## src/rtl/mul_pkg.sv

```systemverilog
// rtl/mul_pkg.sv - shared register map, control/status bits and FSM encoding
package mul_pkg;

    localparam logic [2:0] ADDR_X       = 3'd0;
    localparam logic [2:0] ADDR_Y       = 3'd1;
    localparam logic [2:0] ADDR_PROD_LO = 3'd2;
    localparam logic [2:0] ADDR_PROD_HI = 3'd3;
    localparam logic [2:0] ADDR_CTRL    = 3'd4;

    localparam int CTRL_START  = 0;
    localparam int CTRL_SIGNED = 1;

    localparam int STAT_BUSY   = 0;
    localparam int STAT_DONE   = 1;
    localparam int STAT_SIGNED = 2;

    typedef enum logic [1:0] {
        IDLE = 2'd0,
        RUN  = 2'd1,
        FIX  = 2'd2
    } mul_state_t;

endpackage

```

## src/rtl/shift_add_core.sv

```systemverilog
// rtl/shift_add_core.sv - one-bit-per-cycle shift-add multiplier with sign fix-up
module shift_add_core
    import mul_pkg::*;
#(
    parameter int WIDTH = 16
) (
    input  logic                 clk,
    input  logic                 rst,
    input  logic                 start,
    input  logic                 signed_mode,
    input  logic [WIDTH-1:0]     x,
    input  logic [WIDTH-1:0]     y,
    output logic                 busy,
    output logic                 fix_done,
    output logic [2*WIDTH-1:0]   prod
);

    localparam int CW = $clog2(WIDTH) + 1;
    localparam logic [CW-1:0] LAST = CW'(WIDTH - 1);

    mul_state_t state, state_next;

    logic [2*WIDTH-1:0] acc;
    logic [2*WIDTH-1:0] mcand;
    logic [WIDTH-1:0]   mplier;
    logic [CW-1:0]      count;
    logic               neg;

    // -2^(W-1) negates to itself, which is the correct unsigned magnitude
    logic [WIDTH-1:0] x_mag, y_mag;
    assign x_mag = (signed_mode && x[WIDTH-1]) ? -x : x;
    assign y_mag = (signed_mode && y[WIDTH-1]) ? -y : y;

    always_comb begin
        state_next = state;
        busy       = 1'b1;
        fix_done   = 1'b0;
        case (state)
            IDLE: begin
                busy = 1'b0;
                if (start) state_next = RUN;
            end
            RUN: begin
                if (count == LAST) state_next = FIX;
            end
            FIX: begin
                fix_done   = 1'b1;
                state_next = IDLE;
            end
            default: state_next = IDLE;
        endcase
    end

    always_ff @(posedge clk) begin
        if (rst) begin
            state  <= IDLE;
            acc    <= '0;
            mcand  <= '0;
            mplier <= '0;
            count  <= '0;
            neg    <= 1'b0;
            prod   <= '0;
        end else begin
            state <= state_next;
            case (state)
                IDLE: begin
                    if (start) begin
                        acc    <= '0;
                        mcand  <= {{WIDTH{1'b0}}, x_mag};
                        mplier <= y_mag;
                        count  <= '0;
                        neg    <= signed_mode & (x[WIDTH-1] ^ y[WIDTH-1]);
                    end
                end
                RUN: begin
                    if (mplier[0]) acc <= acc + mcand;
                    mcand  <= mcand << 1;
                    mplier <= mplier >> 1;
                    count  <= count + 1'b1;
                end
                FIX: begin
                    prod <= neg ? -acc : acc;
                end
                default: ;
            endcase
        end
    end

endmodule

```

## src/rtl/seq_mul_unit.sv

```systemverilog
// rtl/seq_mul_unit.sv - bus-mapped sequential multiplier: register file, status and read port
module seq_mul_unit
    import mul_pkg::*;
#(
    parameter int WIDTH = 16
) (
    input  logic             CLK,
    input  logic             RST,
    input  logic             E,
    input  logic             W,
    input  logic             R,
    input  logic [2:0]       ADDR,
    input  logic [WIDTH-1:0] D,
    output logic [WIDTH-1:0] OUT,
    output logic             IRQ
);

    logic [WIDTH-1:0]   x_reg, y_reg;
    logic               signed_reg;
    logic               done_reg;
    logic               busy;
    logic               fix_done;
    logic [2*WIDTH-1:0] prod;
    logic [WIDTH-1:0]   rdata;

    logic wr_ok, start_acc, status_rd;
    assign wr_ok     = E & W & ~busy;
    assign start_acc = wr_ok & (ADDR == ADDR_CTRL) & D[CTRL_START];
    assign status_rd = E & R & (ADDR == ADDR_CTRL);

    shift_add_core #(.WIDTH(WIDTH)) u_core (
        .clk         (CLK),
        .rst         (RST),
        .start       (start_acc),
        .signed_mode (D[CTRL_SIGNED]),
        .x           (x_reg),
        .y           (y_reg),
        .busy        (busy),
        .fix_done    (fix_done),
        .prod        (prod)
    );

    always_comb begin
        rdata = '0;
        case (ADDR)
            ADDR_X:       rdata = x_reg;
            ADDR_Y:       rdata = y_reg;
            ADDR_PROD_LO: rdata = prod[WIDTH-1:0];
            ADDR_PROD_HI: rdata = prod[2*WIDTH-1:WIDTH];
            ADDR_CTRL: begin
                rdata[STAT_BUSY]   = busy;
                rdata[STAT_DONE]   = done_reg;
                rdata[STAT_SIGNED] = signed_reg;
            end
            default: rdata = '0;
        endcase
    end

    // Setting DONE on the FIX edge wins over a same-edge STATUS read clear
    always_ff @(posedge CLK) begin
        if (RST) begin
            x_reg      <= '0;
            y_reg      <= '0;
            signed_reg <= 1'b0;
            done_reg   <= 1'b0;
            OUT        <= '0;
        end else begin
            if (E && R) OUT <= rdata;
            if (wr_ok) begin
                case (ADDR)
                    ADDR_X:    x_reg      <= D;
                    ADDR_Y:    y_reg      <= D;
                    ADDR_CTRL: signed_reg <= D[CTRL_SIGNED];
                    default: ;
                endcase
            end
            if (fix_done)
                done_reg <= 1'b1;
            else if (start_acc || status_rd)
                done_reg <= 1'b0;
        end
    end

    assign IRQ = done_reg;

endmodule

```

## config.mk

```make
export PLATFORM = sky130hd
export DESIGN_NAME = seq_mul_unit
export DESIGN_NICKNAME = d
export VERILOG_FILES = /design/src/rtl/mul_pkg.sv /design/src/rtl/shift_add_core.sv /design/src/rtl/seq_mul_unit.sv
export SDC_FILE = /design/constraint.sdc
export NUM_CORES = 1
export LEC_CHECK = 0
export CAP_MARGIN = 20
export CORE_MARGIN = 2
export CORE_UTILIZATION = 33
export CTS_CLUSTER_SIZE = 12
export DETAILED_ROUTE_END_ITERATION = 6
export PLACE_DENSITY = 0.46
export SETUP_SLACK_MARGIN = 0.2
export SLEW_MARGIN = 40
export SYNTH_ARGS = -nofsm -noshare
export SYNTH_HDL_FRONTEND = slang
export SYNTH_SLANG_ARGS = --single-unit
```

## constraint.sdc

```tcl
create_clock -name CLK -period 3.5 [get_ports CLK]
set_clock_uncertainty 0.15 [all_clocks]
set_input_delay 0.35 -clock CLK [delete_from_list [all_inputs] [get_ports CLK]]
set_output_delay 0.35 -clock CLK [all_outputs]
set_load 0.01 [all_outputs]
```

==> impl_metrics.toml, run 1 <==
[status]
status = "completed"

[yosys]
syn_area_per_cell_sq_um = 8.25
syn-cell-area_sq_um = 9450
async_reset_ff_share_pct = 0
ys_ff_latch = 170
synthCells = 1145
synth_flop_cell = "dfxtp_1"
synthTopCellsByArea = "dfxtp_1 36%, nor2_1 6.6%, a21oi_1 5.0%"
synth_edf_count = 0
synth_top_area_share_pct = 36.0
synth_cell_types = 61
synth_largest_area_cell = "dfxtp_1"
synth_fp_nets = 1206
yosys_warnings = 0
ys_seq_area_share_pct = 36.0

[finish]
drive_gt1_share_pct = 9.31
largestRegisters = "u_core.acc: 32 flops, u_core.mcand: 32 flops, u_core.prod: 32 flops"
final.fill_count = 2910
mostFrequentLayoutCells = "168 x dfxtp_1, 162 x nor2_1, 106 x nand2_1"
insertedDiodeCount = 0
layout_commonest_cell = "dfxtp_1"
fin_nets = 1219
area_delta_synth_final_pct = 16.0

[floorplan]
coreArea_sq_um = 28000
start_util_pct = 33.7
dieArea_sq_um = 30000
num_rows = 61
die_h_um = 173
ioPinCount = 41
die_w_um = 173

[clock_tree]
cts_buffer_depth = 2
root_buffer = "clkbuf_16"
cts_tree = "done"
cts_max_level = 4
cts_buffers = 17
cts_sinks = 170
cts.clk_slew.worst_paths_ns = 0.08
clock_latency_ns = 0.43

[global_routing]
antenna_found_initial = 0
grt_max_degree = 120
overflow = 0
grt_util_all_layers_pct = 19.6
grt_pass1_wl_um = 46400
grt_pass1_vias = 7948

[route]
vias = 8214
antenna_left = 0
wl_met3_um = 1070
vias_per_cell = 5.30
top_layer_used = "met4"
drt_iter0_markers = 630
wl_um = 29300
wl_met2_um = 12800
drc = 0
drt_first_pass_iters = 4
wl_met1_um = 15300
routedWlPerCell_um = 18.9

[pwr]
p_seq_share_pct = 47.7
swShare_pct = 24.3
cellPowerDensity_nw_per_um2 = 373
switchingPower_uw = 995
p_int_uw = 3090
power_leakage_uw = 0.00393
p_comb_share_pct = 3.9
clkPwrFrac_pct = 48.4
ir_worst_vdd_uv = 298

[timing]
fin_crit_sh_pct = 91.1
slew_violations = 0
finalSetupViolCount = 0
fin_setup_tns_ns = 0
worst_pin_slew_ns = 0.853
fmax_mhz = 314
period_minus_slack_ns = 3.19
hold_viol = 0
grt_setup_unrepaired = "no"
max-slew-margin-rel_pct = 43.1
hold_slack_ns = 0.0716

[critical_path]
cpMostUsedCell = "or4_4"
critPathTopFamily = "simple AND/OR/NAND/NOR gates"
path_max_fanout = 6
r2r_slack_ns = 0.31
crit_chain = "or4_4 -> or2_4 -> or3_1 -> or3_4 -> or4_4 -> o41ai_4 -> xor2_1 -> a211oi_1"
path_class = "register to register"
critPathArrivalTime_ns = 3.39
path_buf_inv = 0
r2r_start = "u_core.acc[8]"
crit_slowest_cell = "or4_4"
critPathCaptureType = "register"
cp-start-kind = "register"
crit_path_max_incr_delay_ns = 0.55
r2r-end = "u_core.prod[29]"
crit_required_ns = 3.70
rr_worst_depth = 8

[hold_path]
min_from = "RST"
hold_path.class = "input pin to register"
hold_depth = 2
hold_end = "u_core.mcand[23]"

[flow_run]
cap_violations = 0

[placed_design]
portBuffers = 40
gp_congestion = 0.835
hpwl_um = 21400
[how the worst max path moves through the flow]
stage,to,cells past startpoint,slack [ns],from
after floorplan,u_core.prod[28],8,0.44,u_core.acc[7]
after global placement,u_core.prod[28],11,0.19,u_core.acc[1]
after detailed placement,u_core.prod[28],11,0.15,u_core.acc[1]
after CTS,u_core.prod[29],9,0.22,u_core.acc[5]
after global routing,u_core.prod[30],11,0.21,u_core.acc[1]
final,u_core.prod[29],8,0.31,u_core.acc[8]
[per-layer routing]
| metal | track usage [%] | vias up |
|---|---|---|
| met1 | 28.9 | 3900 |
| met5 | 0 | - |
| met3 | 3.25 | 17 |
| li1 | - | 4138 |
| met2 | 29.9 | 159 |
| met4 | 4.03 | 0 |
[power by group through the flow]
stage	Combinational, uW	Sequential, uW	Clock, uW
after floorplan	90.7	1990	0
after global placement	160	1990	0
after detailed placement	159	1990	0
after CTS	160	1950	2030
after global routing	172	1950	2110
final	158	1950	1980
[kinds of logic (layout without fill, tap and decap cells)]
logic type | count (synthesis) | count (layout) | share of synthesized area (%)
multiplexers | 55 | 55 | 7.57
XOR/XNOR | 80 | 80 | 7.41
flip-flops | 170 | 170 | 36.0
AND/OR/NAND/NOR | 401 | 401 | 19.0
buffers and inverters | 99 | 125 | 3.95
adder cells (fa/ha/maj) | 37 | 37 | 4.98
AO/OA/AOI/OAI | 303 | 303 | 21.1
[cell type report]
type / instances / area [sq um] / area share [%]
inverters: 21 / 78.8 / 0.719
clock inverters: 13 / 155 / 1.41
clock buffers: 19 / 443 / 4.04
multi-input cells: 876 / 5760 / 52.5
repair buffers: 72 / 651 / 5.93
well taps: 378 / 473 / 4.31
flip-flops and latches: 170 / 3410 / 31.1
[worst register-to-register path, stage by stage (launching register included)]
cell and delay [ns]:
dfxtp_1 0.37, or4_4 0.55, or2_4 0.28, or3_1 0.34, or3_4 0.38, or4_4 0.48, o41ai_4 0.24, xor2_1 0.11
a211oi_1 0.22
[through the flow]
| step | cells | total power [uW] | util [%] | cell area [sq um] | setup slack (ns) |
|---|---|---|---|---|---|
| finish | 1549 | 4090 | 39.1 | 11000 | 0.312 |
| floorplan | 1145 | 2080 | - | 9450 | 0.443 |
| global placement | 1517 | 2160 | 36.8 | 10300 | 0.186 |
| CTS | 1549 | 4140 | 39.0 | 10900 | 0.221 |
| global route | 1549 | 4230 | 39.1 | 11000 | 0.209 |
| detailed placement | 1517 | 2150 | 36.8 | 10300 | 0.149 |
[cells in the mapped netlist, drive strengths merged, types with 7 or more instances]
cell    count
a221oi     19
or3        17
nor3       11
a21oi      94
o21ai      42
mux2i      40
nand2     106
dfxtp     170
a21o       11
buf         7
o21bai      7
nor2      165
a22oi      38
inv        21
mux4       13
o21a        7
xnor2      29
ha         36
nor2b      12
o31ai      17
xor2       51
nor4        7
nand3      46
a211oi     36
clkbuf     71
[timing repair]
item / in CTS / in global routing
endpoints found under the setup margin: 1 / 9
hold buffers: 0 / 0
buffers inserted: 0 / 0
resized for setup: 2 / 14
Power figures use the tool's default switching activity.
==> run 2, diff against run 1 <==
- CORE_UTILIZATION: 33 -> 25
- CTS_CLUSTER_SIZE: 12 -> not set
- PLACE_DENSITY: 0.46 -> 0.37
==> run 2 against run 1 <==
- wire length increased by 8.1%
- combinational power is 3% higher
- clock power barely moved
- via count grew 0.55%
- worst hold slack gained 0.20 ns
- fmax grew 1.6%
- sequential power is essentially flat
- core utilization decreased by 9.3 points
- sequential share of layout area fell by 0.61 points
- register-to-register slack better by 0.05 ns
- die area up 31%
- final cell count rose by 9.1%
- largest power group unchanged
- highest routed layer unchanged
==> impl_metrics.toml, run 2 (synthesized netlist as in run 1, its figures left out) <==
[global_routing]
grt_max_degree = 92
grt_util_all_layers_pct = 16.6
antenna_found_initial = 0
overflow = 0
grt_pass1_wl_um = 49300
grt_pass1_vias = 8003

[critical_path]
path_buf_inv = 0
critPathArrivalTime_ns = 3.28
path_class = "register to register"
crit_path_max_incr_delay_ns = 0.51
crit_chain = "or4_4 -> or2_4 -> or3_1 -> or3_4 -> or4_4 -> o41ai_2 -> xor2_1 -> a211oi_1"
cpMostUsedCell = "or4_4"
crit_required_ns = 3.65
critPathCaptureType = "register"
path_max_fanout = 5
critPathTopFamily = "simple AND/OR/NAND/NOR gates"
cp-start-kind = "register"
crit_slowest_cell = "or4_4"

[timing]
fin_setup_tns_ns = 0
fin_crit_sh_pct = 89.6
fmax_mhz = 319
hold_viol = 0
grt_setup_unrepaired = "no"
max-slew-margin-rel_pct = 46.6
worst_pin_slew_ns = 0.802
finalSetupViolCount = 0
period_minus_slack_ns = 3.14
slew_violations = 0

[route]
drt_first_pass_iters = 5
vias = 8259
drc = 0
wl_um = 31700
routedWlPerCell_um = 18.8
antenna_left = 0
vias_per_cell = 4.89
drt_iter0_markers = 499

[placed_design]
placed_cells = 1660
gp_congestion = 0.775
hpwl_um = 23300
portBuffers = 40

[clock_tree]
cts_buffer_depth = 2
cts.clk_slew.worst_paths_ns = 0.07
cts_tree = "done"
clock_latency_ns = 0.45
cts_max_level = 4
cts_buffers = 17
root_buffer = "clkbuf_16"
cts_sinks = 170

[floorplan]
ioPinCount = 41
coreArea_sq_um = 37500
num_rows = 71
die_w_um = 198
dieArea_sq_um = 39400
start_util_pct = 25.2
die_h_um = 198

[finish]
insertedDiodeCount = 0
drive_gt1_share_pct = 9.84
final_cells = 1690
mostFrequentLayoutCells = "170 x dfxtp_1, 162 x nor2_1, 105 x nand2_1"
fin_nets = 1229
largestRegisters = "u_core.acc: 32 flops, u_core.mcand: 32 flops, u_core.prod: 32 flops"
area_delta_synth_final_pct = 18.3
layout_commonest_cell = "dfxtp_1"

[status]
status = "completed"

[pwr]
power_leakage_uw = 0.00397
ir_worst_vdd_uv = 313
cellPowerDensity_nw_per_um2 = 365

[hold_path]
hold_path.class = "input pin to register"

[flow_run]
cap_violations = 0
run 2: cell count changes in the layout (fill, tap and decap cells not counted), moves of 3 or more:
cell / change
o21ai_1: -3
inv_6: -5
clkinvlp_4: +3
buf_4: +10
run 2: layer usage:
layer,GRT usage [%],wire (um),vias to the layer above
li1,-,-,4154
met1,23.8,16300,3931
met2,25.7,13900,149
met4,5.17,546,0
met5,0,0,-
met3,2.20,1010,25
run 2: power by group:
part	internal (uW)	switching (uW)	total [uW]
clock network	1130	837	1970
logic	59.3	103	162
registers	1940	10.3	1950
run 2: worst min-delay path: stages:
cell	delay [ns]
buf_4	0.14
nor2_2	0.15
nand2_1	0.10
o21ai_0	0.07
run 2: metrics by stage:
step	hold slack, ns	total power, uW	setup WS (ns)	instance area, sq um	util, %
floorplan	0.296	2080	0.443	9450	-
global placement	0.297	2160	0.169	10500	28.1
detailed placement	0.298	2160	0.166	10600	28.2
CTS	0.235	4150	0.238	11200	29.7
global route	0.290	4210	0.200	11200	29.8
finish	0.270	4080	0.363	11200	29.8
run 2: cell type report:
class                           instances  area, sq um
Inverter                               21         78.8
Tap cell                              511          639
Multi-Input combinational cell        876         5750
Clock buffer                           18          439
Fill cell                            4050        26300
Timing Repair Buffer                   82          717
Sequential cell                       170         3400
Clock inverter                         12          151
run 2: path summary, 6_finish.rpt:
kind / startpoint / to / slack [ns] / depth (start not counted)
worst max-delay path: u_core.acc[9] / u_core.prod[29] / 0.36 / 8
worst min-delay path: RST / u_core.acc[25] / 0.27 / 4
worst max register to register: u_core.acc[9] / u_core.prod[29] / 0.36 / 8
worst min register to register: OUT[2] / OUT[2] / 0.31 / 2
run 2: repair_timing:
action                     CTS  global route
resized for setup            2             8
setup endpoints to repair    3             7
buffers inserted             0             0
hold buffers                 0             0
==> run 3, diff against run 2 <==
- GPL_TIMING_DRIVEN: not set -> 0
==> run 3 against run 2 <==
- final cell count rose by 2.9%
- highest routed layer unchanged
- sequential share of layout area fell by 0.14 points
- core utilization rose by 0.31 points
- largest cell class unchanged
==> impl_metrics.toml, run 3 (synthesized netlist as in run 1, its figures left out) <==
[timing]
fin_crit_sh_pct = 93.3
hold_viol = 0
grt_setup_unrepaired = "yes"
hold_slack_ns = 0.257
setup_slack_ns = 0.234
max-slew-margin-rel_pct = 43.9
worst_pin_slew_ns = 0.841
fmax_mhz = 306
slew_violations = 0
finalSetupViolCount = 0
period_minus_slack_ns = 3.27

[critical_path]
crit_path_max_incr_delay_ns = 0.54
critPathTopFamily = "simple AND/OR/NAND/NOR gates"
crit_required_ns = 3.66
cp-start-kind = "register"
crit_slowest_cell = "or4_4"
path_max_fanout = 5
path_class = "register to register"
r2r-end = "u_core.prod[28]"
path_buf_inv = 0
rr_worst_depth = 8
r2r_start = "u_core.acc[8]"
crit_chain = "or4_4 -> or3_4 -> or2_4 -> or3_4 -> or4_4 -> o31ai_4 -> xor2_1 -> a211oi_1"
r2r_slack_ns = 0.23
critPathArrivalTime_ns = 3.42
critPathCaptureType = "register"

[pwr]
power_leakage_uw = 0.00393
finalPower_uw = 4080
cellPowerDensity_nw_per_um2 = 361
ir_worst_vdd_uv = 339

[floorplan]
die_w_um = 198
num_rows = 71
start_util_pct = 25.2
die_h_um = 198
dieArea_sq_um = 39400
ioPinCount = 41
coreArea_sq_um = 37500

[status]
status = "completed"

[clock_tree]
cts_sinks = 170
root_buffer = "clkbuf_16"
clock_latency_ns = 0.45
cts_buffer_depth = 2
cts_buffers = 17
cts_max_level = 4
cts.clk_slew.worst_paths_ns = 0.07
cts_tree = "done"
cts_hold_buf = 0

[route]
drt_iter0_markers = 567
routedWlPerCell_um = 20.4
vias = 8490
drt_first_pass_iters = 4
wl_um = 35500
antenna_left = 0
drc = 0
vias_per_cell = 4.88

[hold_path]
hold_depth = 3
hold_path.class = "input pin to register"
min_from = "D[1]"
hold_end = "u_core.neg"

[flow_run]
cap_violations = 0

[global_routing]
grt_pass1_vias = 8398
grt_max_degree = 17
grt_util_all_layers_pct = 18.5
overflow = 0
antenna_found_initial = 0
grt_pass1_wl_um = 53600

[finish]
post-route-util_pct = 30.1
final.fill_count = 4122
largestRegisters = "u_core.acc: 32 flops, u_core.mcand: 32 flops, u_core.prod: 32 flops"
area_delta_synth_final_pct = 19.5
fin_nets = 1277
drive_gt1_share_pct = 8.06
insertedDiodeCount = 0
mostFrequentLayoutCells = "163 x dfxtp_1, 163 x nor2_1, 106 x nand2_1"

[placed_design]
gp_congestion = 0.828
place_ws_ns = -0.390
hpwl_um = 27700
portBuffers = 39
==> run 3: changes by cell type in the layout (fill, tap and decap cells not counted), sizes merged <==
cell / previous run / this run
inv: 21 / 24
buf: 43 / 20
clkinvlp: 5 / 3
clkbuf: 18 / 90
bufinv: 3 / 2
==> run 3: how the worst max path moves through the flow <==
stage / from / slack (ns) / cells past startpoint / end
2_1_floorplan: u_core.acc[7] / 0.44 / 8 / u_core.prod[28]
5_1_grt: u_core.acc[8] / 0.13 / 8 / u_core.prod[29]
3_5_place_dp: u_core.acc[0] / -0.39 / 12 / u_core.acc[24]
6_report: u_core.acc[8] / 0.23 / 8 / u_core.prod[28]
4_1_cts: u_core.acc[7] / 0.16 / 8 / u_core.prod[29]
3_3_place_gp: u_core.acc[0] / -0.40 / 12 / u_core.acc[24]
==> run 3: report_power, final <==
group | internal (uW) | switching (uW) | leakage [uW] | total (uW)
combinational | 58.1 | 118 | 0.00228 | 176
sequential | 1940 | 10.8 | 0.00137 | 1950
clock | 1080 | 881 | 0.000276 | 1960
==> run 3: worst min-delay path, delay by kind of cell <==
family,cells,cell delay (ns)
AOI/OAI and AO/OA,1,0.07
buffers and inverters,1,0.22
and+or+nand+nor,1,0.16
==> run 3: final cells by class <==
class                   count  area (sq um)  area share, %
clock buffers              19           443           3.92
flip-flops and latches    170          3420           30.3
inverters                  21          78.8          0.698
repair buffers             52           488           4.32
well taps                 511           639           5.66
multi-input cells         876          5780           51.2
plain buffers              78           298           2.64
clock inverters            12           140           1.24
==> run 3: what timing repair did <==
item / 4_1_cts / 5_1_grt
pin swaps: 3 / 8
setup buffers: 1 / 12
gates resized for setup: 13 / 23
endpoints found under the setup margin: 10 / 22
==> run 3: routing by layer <==
metal / routed length [um] / share of wire (%) / global-route usage [%] / vias up
met2: 16500 / 46 / 31.0 / 109
met5: 0 / 0 / 0 / -
met3: 834 / 2.3 / 2.27 / 32
li1: - / - / - / 4252
met1: 17600 / 50 / 25.0 / 4097
met4: 606 / 1.7 / 4.95 / 0
==> run 3: through the flow <==
| step | cell area (sq um) | std cells | setup TNS (ns) |
|---|---|---|---|
| after floorplan | 9450 | 1145 | 0 |
| after global placement | 10500 | 1695 | -1.15 |
| after detailed placement | 10500 | 1695 | -1.16 |
| after CTS | 11100 | 1727 | 0 |
| after global routing | 11300 | 1739 | 0 |
| final | 11300 | 1739 | 0 |
